`config.mk`:
```
export PLATFORM = sky130hd
export DESIGN_NAME = collision_scheduler_flat
export DESIGN_NICKNAME = d
export VERILOG_FILES = /design/src/rtl/collision_scheduler_if.sv /design/src/rtl/collision_scheduler.sv /design/src/flat_wrapper.sv
export SDC_FILE = /design/constraint.sdc
export NUM_CORES = 1
export LEC_CHECK = 0
export CORE_UTILIZATION = 25
export DETAILED_ROUTE_END_ITERATION = 10
export PLACE_DENSITY = 0.42
export SYNTH_ARGS = -nofsm -noshare
export SYNTH_HDL_FRONTEND = slang
export SYNTH_SLANG_ARGS = --single-unit
```
`constraint.sdc`:
```
create_clock -name clk -period 2.72 [get_ports clk]
set_clock_uncertainty 0.2 [all_clocks]
set_input_delay 0.408 -clock clk [delete_from_list [all_inputs] [get_ports clk]]
set_output_delay 0.408 -clock clk [all_outputs]
set_load 0.02 [all_outputs]
```
`src/rtl/collision_scheduler_if.sv`:
```
// collision_scheduler_if
//   Bundles the frame/request inputs, the updater handshake and the
//   scheduler status outputs of collision_scheduler.
//   master : the side that produces frame ticks, requests and the updater
//            handshake (testbench / surrounding game logic).
//   slave  : collision_scheduler itself.
//   Signals:
//     frame_tick  one-cycle pulse per video frame
//     coll_req    pair hits (bit0 = 1-2, bit1 = 1-3, bit2 = 2-3)
//     upd_ready   updater can accept a grant
//     upd_done    updater finished the current pair (one-cycle pulse)
//     FLAG        ball flags for the granted pair, 3'b000 when idle
//     upd_valid   grant valid
//     busy        a grant is being offered or serviced
//     pending     latched, unserviced pair requests
//     err         sticky watchdog flag
interface collision_scheduler_if;
    logic       frame_tick;
    logic [2:0] coll_req;
    logic       upd_ready;
    logic       upd_done;
    logic [2:0] FLAG;
    logic       upd_valid;
    logic       busy;
    logic [2:0] pending;
    logic       err;

    modport master (
        output frame_tick, coll_req, upd_ready, upd_done,
        input  FLAG, upd_valid, busy, pending, err
    );

    modport slave (
        input  frame_tick, coll_req, upd_ready, upd_done,
        output FLAG, upd_valid, busy, pending, err
    );
endinterface

```
`src/rtl/collision_scheduler.sv`:
```
// collision_scheduler
//   Arbitrates pairwise ball-collision events among three balls and hands
//   them one pair at a time to the shared collision-direction updater.
//   Requests are latched on frame_tick, granted round-robin, masked for
//   COOLDOWN frames after service, and guarded by a handshake watchdog.
//   Ports:
//     clk   system clock
//     rst   synchronous, active-low reset
//     bus   collision_scheduler_if.slave (requests, updater handshake, status)
//   Optional feature (macro COLL_SCHED_STATS_EN):
//     stat_12, stat_13, stat_23  saturating per-pair completion counters
//     stat_drop                  saturating count of cooldown-masked requests
module collision_scheduler #(
    parameter int COOLDOWN = 4,
    parameter int CD_W     = 3,
    parameter int TIMEOUT  = 255,
    parameter int TO_W     = 8
) (
    input  logic                  clk,
    input  logic                  rst,
    collision_scheduler_if.slave  bus
`ifdef COLL_SCHED_STATS_EN
    ,
    output logic [7:0]            stat_12,
    output logic [7:0]            stat_13,
    output logic [7:0]            stat_23,
    output logic [7:0]            stat_drop
`endif
);
    typedef enum logic [1:0] {
        ST_IDLE      = 2'd0,
        ST_ISSUE     = 2'd1,
        ST_WAIT_DONE = 2'd2
    } state_t;

    localparam logic [CD_W-1:0] CD_LOAD = CD_W'(COOLDOWN);
    // Abandon at the edge that closes the TIMEOUT-th clock spent in WAIT_DONE.
    localparam logic [TO_W-1:0] TO_LAST = TO_W'(TIMEOUT - 1);

    state_t          state_r, state_nxt_s;
    logic [1:0]      grant_r, grant_nxt_s, last_grant_r;
    logic [2:0]      pending_r, pending_nxt_s;
    logic [CD_W-1:0] cd_r [3];
    logic [TO_W-1:0] wd_r;
    logic            err_r;
    logic [2:0]      flag_r, flag_nxt_s;
    logic            valid_r, valid_nxt_s;
    logic            busy_r, busy_nxt_s;
    logic [2:0]      cool_mask_s, inflight_s, grant_oh_s;
    logic            done_s, tmo_s, finish_s;

    // First set request searching cyclically from last+1 (0 -> 1 -> 2 -> 0).
    function automatic logic [1:0] rr_pick(input logic [2:0] req, input logic [1:0] last);
        logic [1:0] pick;
        case (last)
            2'd0:    pick = req[1] ? 2'd1 : (req[2] ? 2'd2 : 2'd0);
            2'd1:    pick = req[2] ? 2'd2 : (req[0] ? 2'd0 : 2'd1);
            default: pick = req[0] ? 2'd0 : (req[1] ? 2'd1 : 2'd2);
        endcase
        return pick;
    endfunction

    function automatic logic [2:0] pair_flag(input logic [1:0] pair);
        logic [2:0] f;
        case (pair)
            2'd0:    f = 3'b011;
            2'd1:    f = 3'b101;
            2'd2:    f = 3'b110;
            default: f = 3'b000;
        endcase
        return f;
    endfunction

    function automatic logic [2:0] pair_onehot(input logic [1:0] pair);
        logic [2:0] oh;
        case (pair)
            2'd0:    oh = 3'b001;
            2'd1:    oh = 3'b010;
            2'd2:    oh = 3'b100;
            default: oh = 3'b000;
        endcase
        return oh;
    endfunction

    // Masks and completion decode shared by the FSM and the datapath.
    always_comb begin
        cool_mask_s = {(cd_r[2] != {CD_W{1'b0}}), (cd_r[1] != {CD_W{1'b0}}), (cd_r[0] != {CD_W{1'b0}})};
        grant_oh_s  = pair_onehot(grant_r);
        if (state_r != ST_IDLE) begin
            inflight_s = grant_oh_s;
        end else begin
            inflight_s = 3'b000;
        end
        done_s   = (state_r == ST_WAIT_DONE) && bus.upd_done;
        tmo_s    = (state_r == ST_WAIT_DONE) && !bus.upd_done && (wd_r == TO_LAST);
        finish_s = done_s || tmo_s;
    end

    // Pending update: the completing pair is cleared, and the latch uses the
    // pre-completion inflight mask so it cannot be re-latched the same frame.
    always_comb begin
        pending_nxt_s = pending_r;
        if (finish_s) begin
            pending_nxt_s = pending_nxt_s & ~grant_oh_s;
        end else begin
            pending_nxt_s = pending_nxt_s;
        end
        if (bus.frame_tick) begin
            pending_nxt_s = pending_nxt_s | (bus.coll_req & ~cool_mask_s & ~inflight_s);
        end else begin
            pending_nxt_s = pending_nxt_s;
        end
    end

    // FSM state register.
    always_ff @(posedge clk) begin
        if (!rst) begin
            state_r <= ST_IDLE;
        end else begin
            state_r <= state_nxt_s;
        end
    end

    // FSM next-state and grant selection.
    always_comb begin
        state_nxt_s = state_r;
        grant_nxt_s = grant_r;
        case (state_r)
            ST_IDLE: begin
                if (pending_r != 3'b000) begin
                    state_nxt_s = ST_ISSUE;
                    grant_nxt_s = rr_pick(pending_r, last_grant_r);
                end else begin
                    state_nxt_s = ST_IDLE;
                end
            end
            ST_ISSUE: begin
                if (valid_r && bus.upd_ready) begin
                    state_nxt_s = ST_WAIT_DONE;
                end else begin
                    state_nxt_s = ST_ISSUE;
                end
            end
            ST_WAIT_DONE: begin
                if (finish_s) begin
                    state_nxt_s = ST_IDLE;
                end else begin
                    state_nxt_s = ST_WAIT_DONE;
                end
            end
            default: begin
                state_nxt_s = ST_IDLE;
            end
        endcase
    end

    // FSM outputs, decoded from the next state so they can be registered.
    always_comb begin
        flag_nxt_s  = 3'b000;
        valid_nxt_s = 1'b0;
        busy_nxt_s  = 1'b0;
        case (state_nxt_s)
            ST_IDLE: begin
                flag_nxt_s  = 3'b000;
                valid_nxt_s = 1'b0;
                busy_nxt_s  = 1'b0;
            end
            ST_ISSUE: begin
                flag_nxt_s  = pair_flag(grant_nxt_s);
                valid_nxt_s = 1'b1;
                busy_nxt_s  = 1'b1;
            end
            ST_WAIT_DONE: begin
                flag_nxt_s  = pair_flag(grant_nxt_s);
                valid_nxt_s = 1'b0;
                busy_nxt_s  = 1'b1;
            end
            default: begin
                flag_nxt_s  = 3'b000;
                valid_nxt_s = 1'b0;
                busy_nxt_s  = 1'b0;
            end
        endcase
    end

    // Grant bookkeeping, watchdog, sticky error and registered outputs.
    always_ff @(posedge clk) begin
        if (!rst) begin
            grant_r      <= 2'd0;
            last_grant_r <= 2'd2;
            pending_r    <= 3'b000;
            wd_r         <= {TO_W{1'b0}};
            err_r        <= 1'b0;
            flag_r       <= 3'b000;
            valid_r      <= 1'b0;
            busy_r       <= 1'b0;
        end else begin
            grant_r   <= grant_nxt_s;
            pending_r <= pending_nxt_s;
            flag_r    <= flag_nxt_s;
            valid_r   <= valid_nxt_s;
            busy_r    <= busy_nxt_s;
            if (finish_s) begin
                last_grant_r <= grant_r;
            end
            if (tmo_s) begin
                err_r <= 1'b1;
            end
            // Counts clocks spent in WAIT_DONE; zero on entry.
            if (state_r == ST_WAIT_DONE) begin
                wd_r <= wd_r + {{(TO_W-1){1'b0}}, 1'b1};
            end else begin
                wd_r <= {TO_W{1'b0}};
            end
        end
    end

    // Per-pair cooldown: a completion load beats a same-cycle frame decrement.
    always_ff @(posedge clk) begin
        for (int i = 0; i < 3; i++) begin
            if (!rst) begin
                cd_r[i] <= {CD_W{1'b0}};
            end else if (done_s && (grant_r == 2'(i))) begin
                cd_r[i] <= CD_LOAD;
            end else if (bus.frame_tick && (cd_r[i] != {CD_W{1'b0}})) begin
                cd_r[i] <= cd_r[i] - {{(CD_W-1){1'b0}}, 1'b1};
            end
        end
    end

    assign bus.FLAG      = flag_r;
    assign bus.upd_valid = valid_r;
    assign bus.busy      = busy_r;
    assign bus.pending   = pending_r;
    assign bus.err       = err_r;

`ifdef COLL_SCHED_STATS_EN
    logic [7:0] stat_r [3];
    logic [7:0] stat_drop_r;
    logic [8:0] drop_sum_s;

    function automatic logic [1:0] popcount3(input logic [2:0] v);
        return 2'(v[0]) + 2'(v[1]) + 2'(v[2]);
    endfunction

    // Running drop count plus this frame's cooldown-masked requests.
    always_comb begin
        if (bus.frame_tick) begin
            drop_sum_s = {1'b0, stat_drop_r} + {7'd0, popcount3(bus.coll_req & cool_mask_s)};
        end else begin
            drop_sum_s = {1'b0, stat_drop_r};
        end
    end

    // Saturating statistics counters.
    always_ff @(posedge clk) begin
        if (!rst) begin
            for (int i = 0; i < 3; i++) begin
                stat_r[i] <= 8'd0;
            end
            stat_drop_r <= 8'd0;
        end else begin
            for (int i = 0; i < 3; i++) begin
                if (done_s && (grant_r == 2'(i)) && (stat_r[i] != 8'hFF)) begin
                    stat_r[i] <= stat_r[i] + 8'd1;
                end
            end
            stat_drop_r <= drop_sum_s[8] ? 8'hFF : drop_sum_s[7:0];
        end
    end

    assign stat_12   = stat_r[0];
    assign stat_13   = stat_r[1];
    assign stat_23   = stat_r[2];
    assign stat_drop = stat_drop_r;
`else
    // Statistics counters are not built in this configuration.
`endif
endmodule

```
`src/flat_wrapper.sv`:
```
// flat-port wrapper written by rule: the top's interface ports become plain ports
module collision_scheduler_flat 
#(
    parameter int COOLDOWN = 4,
    parameter int CD_W     = 3,
    parameter int TIMEOUT  = 255,
    parameter int TO_W     = 8
)
  (clk, rst, bus_frame_tick, bus_coll_req, bus_upd_ready, bus_upd_done, bus_FLAG, bus_upd_valid, bus_busy, bus_pending, bus_err);
  collision_scheduler_if bus_i ();
  input  logic clk;
  input  logic rst;
  input wire logic [$bits(bus_i.frame_tick)-1:0] bus_frame_tick;
  input wire logic [$bits(bus_i.coll_req)-1:0] bus_coll_req;
  input wire logic [$bits(bus_i.upd_ready)-1:0] bus_upd_ready;
  input wire logic [$bits(bus_i.upd_done)-1:0] bus_upd_done;
  output wire logic [$bits(bus_i.FLAG)-1:0] bus_FLAG;
  output wire logic [$bits(bus_i.upd_valid)-1:0] bus_upd_valid;
  output wire logic [$bits(bus_i.busy)-1:0] bus_busy;
  output wire logic [$bits(bus_i.pending)-1:0] bus_pending;
  output wire logic [$bits(bus_i.err)-1:0] bus_err;
  assign bus_i.frame_tick = bus_frame_tick;
  assign bus_i.coll_req = bus_coll_req;
  assign bus_i.upd_ready = bus_upd_ready;
  assign bus_i.upd_done = bus_upd_done;
  assign bus_FLAG = bus_i.FLAG;
  assign bus_upd_valid = bus_i.upd_valid;
  assign bus_busy = bus_i.busy;
  assign bus_pending = bus_i.pending;
  assign bus_err = bus_i.err;
  collision_scheduler #(.COOLDOWN(COOLDOWN), .CD_W(CD_W), .TIMEOUT(TIMEOUT), .TO_W(TO_W)) u_core (.clk(clk), .rst(rst), .bus(bus_i));
endmodule
```
---- Word-level counts from Yosys, hierarchy flattened ----
Memories as Yosys holds them, arrays and structs flattened.
Cells that the tools add are included.
word-level totals
  input bits .............................. 8
  output and inout port bits .............. 9
  bits in writable memories ............... 9
  memories ................................ 1
  register bits after elaboration ......... 23
  word-level logic and storage cells ...... 109
cells by class
  mux-type cells .......................... 48
  bitwise gates (word level) .............. 13
  reduce and logical (&&, ||, !) cells .... 24
  add/sub/neg operators ................... 4
  equality and inequality tests ........... 10
memories
  memory       depth  bits a word  read ports  clocked after Yosys merged registers in  wr ports  RTL line                   text
  u_core.cd_r  3      3            3           0                                        3         collision_scheduler.sv:43  logic [CD_W-1:0] cd_r [3];
operator list
  kind                                                 count
  2-to-1 mux 3 bit                                     9
  2-to-1 mux 1 bit                                     26
  2-to-1 mux 2 bit                                     9
  case mux 3 bit (3 select lines)                      2
  nonzero test 3 bit                                   4
  equality test 2 x 1 -> 1 bit, second input constant  5
  logical AND 1 bit                                    10
  bitwise AND 3 bit                                    3
  inverter 3 bit                                       3
  subtractor 3 x 1 -> 3 bit, second input constant     3
  adder 8 x 1 -> 8 bit, second input constant          1
  equality test 2 bit, second input constant           4
  equality test 8 bit, second input constant           1
  zero test 2 bit                                      4
  OR 1 bit                                             6
  case mux 2 bit (3 select lines)                      1
  case mux 2 bit (2 select lines)                      1
  AND reduction 2 bit                                  2
  OR 3 bit                                             1
  nonzero test 2 bit                                   1
  OR reduction 2 bit                                   1
  zero test 1 bit                                      1
  logical OR 1 bit                                     1

---- Logic depth before layout (Yosys ltp) ----
  word-level depth ........................ 9
  gate-level depth with buffers ........... 9
  mapped depth without buffers ............ 9

---- Least setup slack after synthesis ----
OpenSTA, ideal clock, no wires.
  kind .................................... reg-to-reg
  start ................................... reg u_core.wd_r[0]
  end ..................................... reg u_core.flag_r[2], in the netlist u_core.bus.FLAG[2]
  path buffers ............................ 0
  required time ........................... 2405 ps
  path slack .............................. 759 ps
  cell stages (with the launch flop) ...... 10
  data arrival time ....................... 1646 ps
  cells stage by stage .................... dfxtp_1 > inv_1 > ha_1 > and3_1 > a21oi_1 > a21oi_1 > ha_1 > nand2b_1 > inv_1 > and2_1
on the way
  longest elaborated chain between the ends .. 8
  elaborated cells on any way between the ends .. 9
  those cells by class .................... 3 x eq/ne; 2 x mux; 4 x reduce/logical
RTL lines
  item                                                                        RTL line                    text
  start: declaration                                                          collision_scheduler.sv:44   logic [TO_W-1:0] wd_r;
  start signal: assignment                                                    collision_scheduler.sv:192  wd_r <= {TO_W{1'b0}};
  start signal: assignment                                                    collision_scheduler.sv:211  wd_r <= wd_r + {{(TO_W-1){1'b0}}, 1'b1};
  start signal: assignment                                                    collision_scheduler.sv:213  wd_r <= {TO_W{1'b0}};
  equality test 8 bit (*)                                                     collision_scheduler.sv:95   tmo_s = (state_r == ST_WAIT_DONE) && !bus.upd_done && (wd_r == TO_LAST);
  logical AND 1 bit (*)                                                       collision_scheduler.sv:95
  logical OR 1 bit (*)                                                        collision_scheduler.sv:96   finish_s = done_s || tmo_s;
  2-to-1 mux 2 bit (*)                                                        collision_scheduler.sv:145  if (finish_s) begin
  case mux 2 bit (3 select lines) (*)                                         collision_scheduler.sv:128  case (state_r)
  equality test 2 x 1 -> 1 bit / equality test 2 bit (equally long branches)  collision_scheduler.sv:162  case (state_nxt_s)
  OR reduction 2 bit (no line) (*)                                            --
  AND reduction 2 bit (no line) (*)                                           --
  end signal: assignment                                                      collision_scheduler.sv:200  flag_r <= flag_nxt_s;
  end: declaration                                                            collision_scheduler.sv:46   logic [2:0] flag_r, flag_nxt_s;
Every way passes the cells marked *; elsewhere a longest branch is shown, timed or not.
A chain may end at the register's enable or synchronous reset.

---- Final worst setup path ----
Same ends and word-level chain as after synthesis.

==> results.json <==
{
  "rows": 28,
  "die_w_um": 80.4,
  "synth_nets": 182,
  "drv_slew": 0,
  "hold_buffers": 0,
  "area_growth_pct": 23.4,
  "syn-cell-area_mm2": 0.00154,
  "ys_ff_latch": 32,
  "numCtsBuffers": 5,
  "synth_top_family_by_area": "simple AND/OR/NAND/NOR gates",
  "die_y_um": 80.4,
  "placeableCoreArea_mm2": 0.00592,
  "slowest_stage": "dfxtp_1",
  "synthXorXnorAreaFrac_pct": 3.42,
  "cap_violations": 0,
  "arrival_ps": 2160,
  "synth_area_leaders": "dfxtp_1 (30%), edfxtp_1 (18%), ha_1 (9.8%)",
  "n_antenna_cell": 0,
  "clockBufferDepth": 2,
  "fillCellCount": 606,
  "peakVddDrop_mv": 0.250,
  "post_cts_buffers": 0,
  "grt_usage_pct": 11.7,
  "drt-vias-per-instance": 4.72,
  "met3_usage_pct": 3.75,
  "fmax_ghz": 0.460,
  "grt_use_met2_pct": 18.2,
  "async_flop_share_pct": 0,
  "p_leak_uw": 0.000714,
  "dieArea_mm2": 0.00646,
  "post-dp-hpwl_um": 2490,
  "firstDrtPassIters": 4,
  "synth_cell_type_count": 34,
  "cp.required_ps": 2700,
  "grt-ovfl-total": 0,
  "ant_nets": 0,
  "synth-simple-area-share_pct": 21.8,
  "drive_gt1_share_pct": 6.49,
  "grt_pass1_wl_um": 5650,
  "tns_ps": 0,
  "htree_levels": 2,
  "place_worst_setup_slack_ps": 429,
  "synth.avg_cell_area_um2": 9.48,
  "synthAdderAreaFrac_pct": 9.78,
  "seq_area_frac_synth_pct": 47.6,
  "muxShareOfSynthArea_pct": 0.733,
  "syn_inst": 162,
  "cp-end-kind": "flip-flop",
  "status": "finished, final reports clean",
  "setup_violations": 0,
  "slew_headroom_pct": 78.5,
  "clock_sinks": 32,
  "critPathBufInv": 2,
  "hold_class": "reg2reg",
  "nNetsFinal": 204,
  "root_buffer": "clkbuf_8",
  "crit_type": "reg2reg",
  "crit_family": "simple AND/OR/NAND/NOR gates",
  "vias": 1227,
  "min_period_ps": 2170,
  "synth_edf_count": 9,
  "grt_use_met1_pct": 14.5,
  "ys.flop_type": "dfxtp_1",
  "cp-start-kind": "flip-flop",
  "synth_warnings": 0,
  "initial_core_util_pct": 25.9,
  "ios": 17,
  "yosys.area.top_type": "dfxtp_1",
  "antenna_found_initial": 0,
  "cp_cell_sequence": "inv_1 > ha_1 > and3_1 > a21oi_1 > a21oi_1 > ha_1 > nand2b_1 > inv_1 > and2_1",
  "drc_errors": 0,
  "busiest_layer": "met2",
  "routedWlPerCell_um": 12.8,
  "yosysMostFrequentCell": "dfxtp_1",
  "max_stage_delay_ps": 380,
  "place_congestion": 0.700,
  "synth_top_cell_area_share_pct": 30.0,
  "grt_max_degree": 15,
  "totalWireLength_um": 3320,
  "power_density_mw_per_mm2": 638,
  "worst_pin_slew_ps": 323,
  "insertion_delay_ps": 280,
  "layout_setup_ws_ps": 548,
  "hold_viol": 0,
  "cts_tree": "built",
  "rsz0062_at_grt": "false",
  "drtIter0Drc": 73,
  "cts_resized": 0,
  "crit_path_max_fanout": 4,
  "fin_crit_sh_pct": 79.9,
  "synth_compound_area_share_pct": 13.0,
  "clkTransAtPathRegs_ps": 70,
  "grt_pass1_vias": 1198,
  "synthTopCellsByCount": "dfxtp_1 (23), nor2_1 (21), ha_1 (12)",
  "port_buffers": 16
}
[placed cells by master, fill, tap and decap left out]
master	instances
a211oi_1	4
a21o_2	1
a21oi_1	10
a311oi_1	1
a31oi_1	1
a32o_1	4
and2_1	5
and3_1	2
and4_2	1
and4b_1	1
buf_4	2
clkbuf_1	1
clkbuf_16	1
clkbuf_8	5
clkdlybuf4s50_1	16
clkinv_1	1
clkinv_2	1
dfxtp_1	23
edfxtp_1	9
ha_1	12
inv_1	11
mux2_2	1
nand2_1	8
nand2b_1	6
nand3_1	10
nand4_1	3
nor2_1	21
nor2b_1	4
nor3_1	1
nor4_1	1
o21ai_0	4
o22ai_1	3
o311ai_0	1
o31ai_1	1
or2_1	1
or3_1	2
xnor2_1	3
xor2_1	3
[kinds of logic after synthesis]
family	count (synthesis)
simple gates	66
compound gates	30
buf+inv	15
flops	32
mux	1
fa+ha+maj	12
xor+xnor	6
[final timing paths]
| check | to | slack (ps) | start | depth (start not counted) |
|---|---|---|---|---|
| setup / recovery | u_core.bus.FLAG[2]$_SDFF_PN0_ | 550 | u_core.wd_r[0]$_SDFF_PN0_ | 9 |
| hold / removal | u_core.wd_r[0]$_SDFF_PN0_ | 290 | u_core.wd_r[0]$_SDFF_PN0_ | 1 |
| setup reg to reg | u_core.bus.FLAG[2]$_SDFF_PN0_ | 550 | u_core.wd_r[0]$_SDFF_PN0_ | 9 |
| hold reg to reg | u_core.wd_r[0]$_SDFF_PN0_ | 290 | u_core.wd_r[0]$_SDFF_PN0_ | 1 |
[per-layer routing]
| layer | up-vias | wire (um) |
|---|---|---|
| li1 | 612 | - |
| met1 | 583 | 1600 |
| met2 | 26 | 1530 |
| met3 | 6 | 134 |
| met4 | 0 | 60 |
| met5 | - | 0 |
[power by group]
group | internal [uW] | switching [uW] | total, uW
clock | 235 | 176 | 410
sequential | 536 | 27.0 | 563
combinational | 107 | 128 | 235
[state kept, by name, indices dropped and copies added, names as in the netlist]
register / cells
u_core.bus.err: 1
u_core.wd_r: 8
u_core.bus.pending: 3
u_core.bus.busy: 1
u_core.bus.upd_valid: 1
u_core.state_r: 2
u_core.last_grant_r: 2
u_core.cd_r: 9
u_core.bus.FLAG: 3
u_core.grant_r: 2
[worst register-to-register path, delay by kind of cell (launching register included)]
kind                       cells  cell delay [ps]
buffers and inverters          2              120
and+or+nand+nor                3              480
AOI/OAI and AO/OA              2              420
DFF                            1              380
adders and majority gates      2              460
[metrics by stage]
| step | util [%] | hold WS [ps] | cells | total power, uW | cell area (um^2) |
|---|---|---|---|---|---|
| 2_1_floorplan | - | 230 | 162 | 719 | 1540 |
| 3_3_place_gp | 30.3 | 239 | 252 | 803 | 1790 |
| 3_5_place_dp | 30.3 | 277 | 252 | 807 | 1790 |
| 4_1_cts | 32.0 | 293 | 260 | 1230 | 1890 |
| 5_1_grt | 32.0 | 315 | 260 | 1280 | 1890 |
| 6_report | 32.0 | 288 | 260 | 1210 | 1890 |
[area by class of cell]
cell class	count	area [um^2]	area share, %
Tap cell	75	93.8	4.95
Sequential cell	32	731	38.6
Clock buffer	7	97.6	5.15
Timing Repair Buffer	18	175	9.25
Clock inverter	1	5.00	0.264
Inverter	12	45.0	2.38
Multi-Input combinational cell	115	747	39.4
No activity file was read; power rests on OpenSTA's default activity.
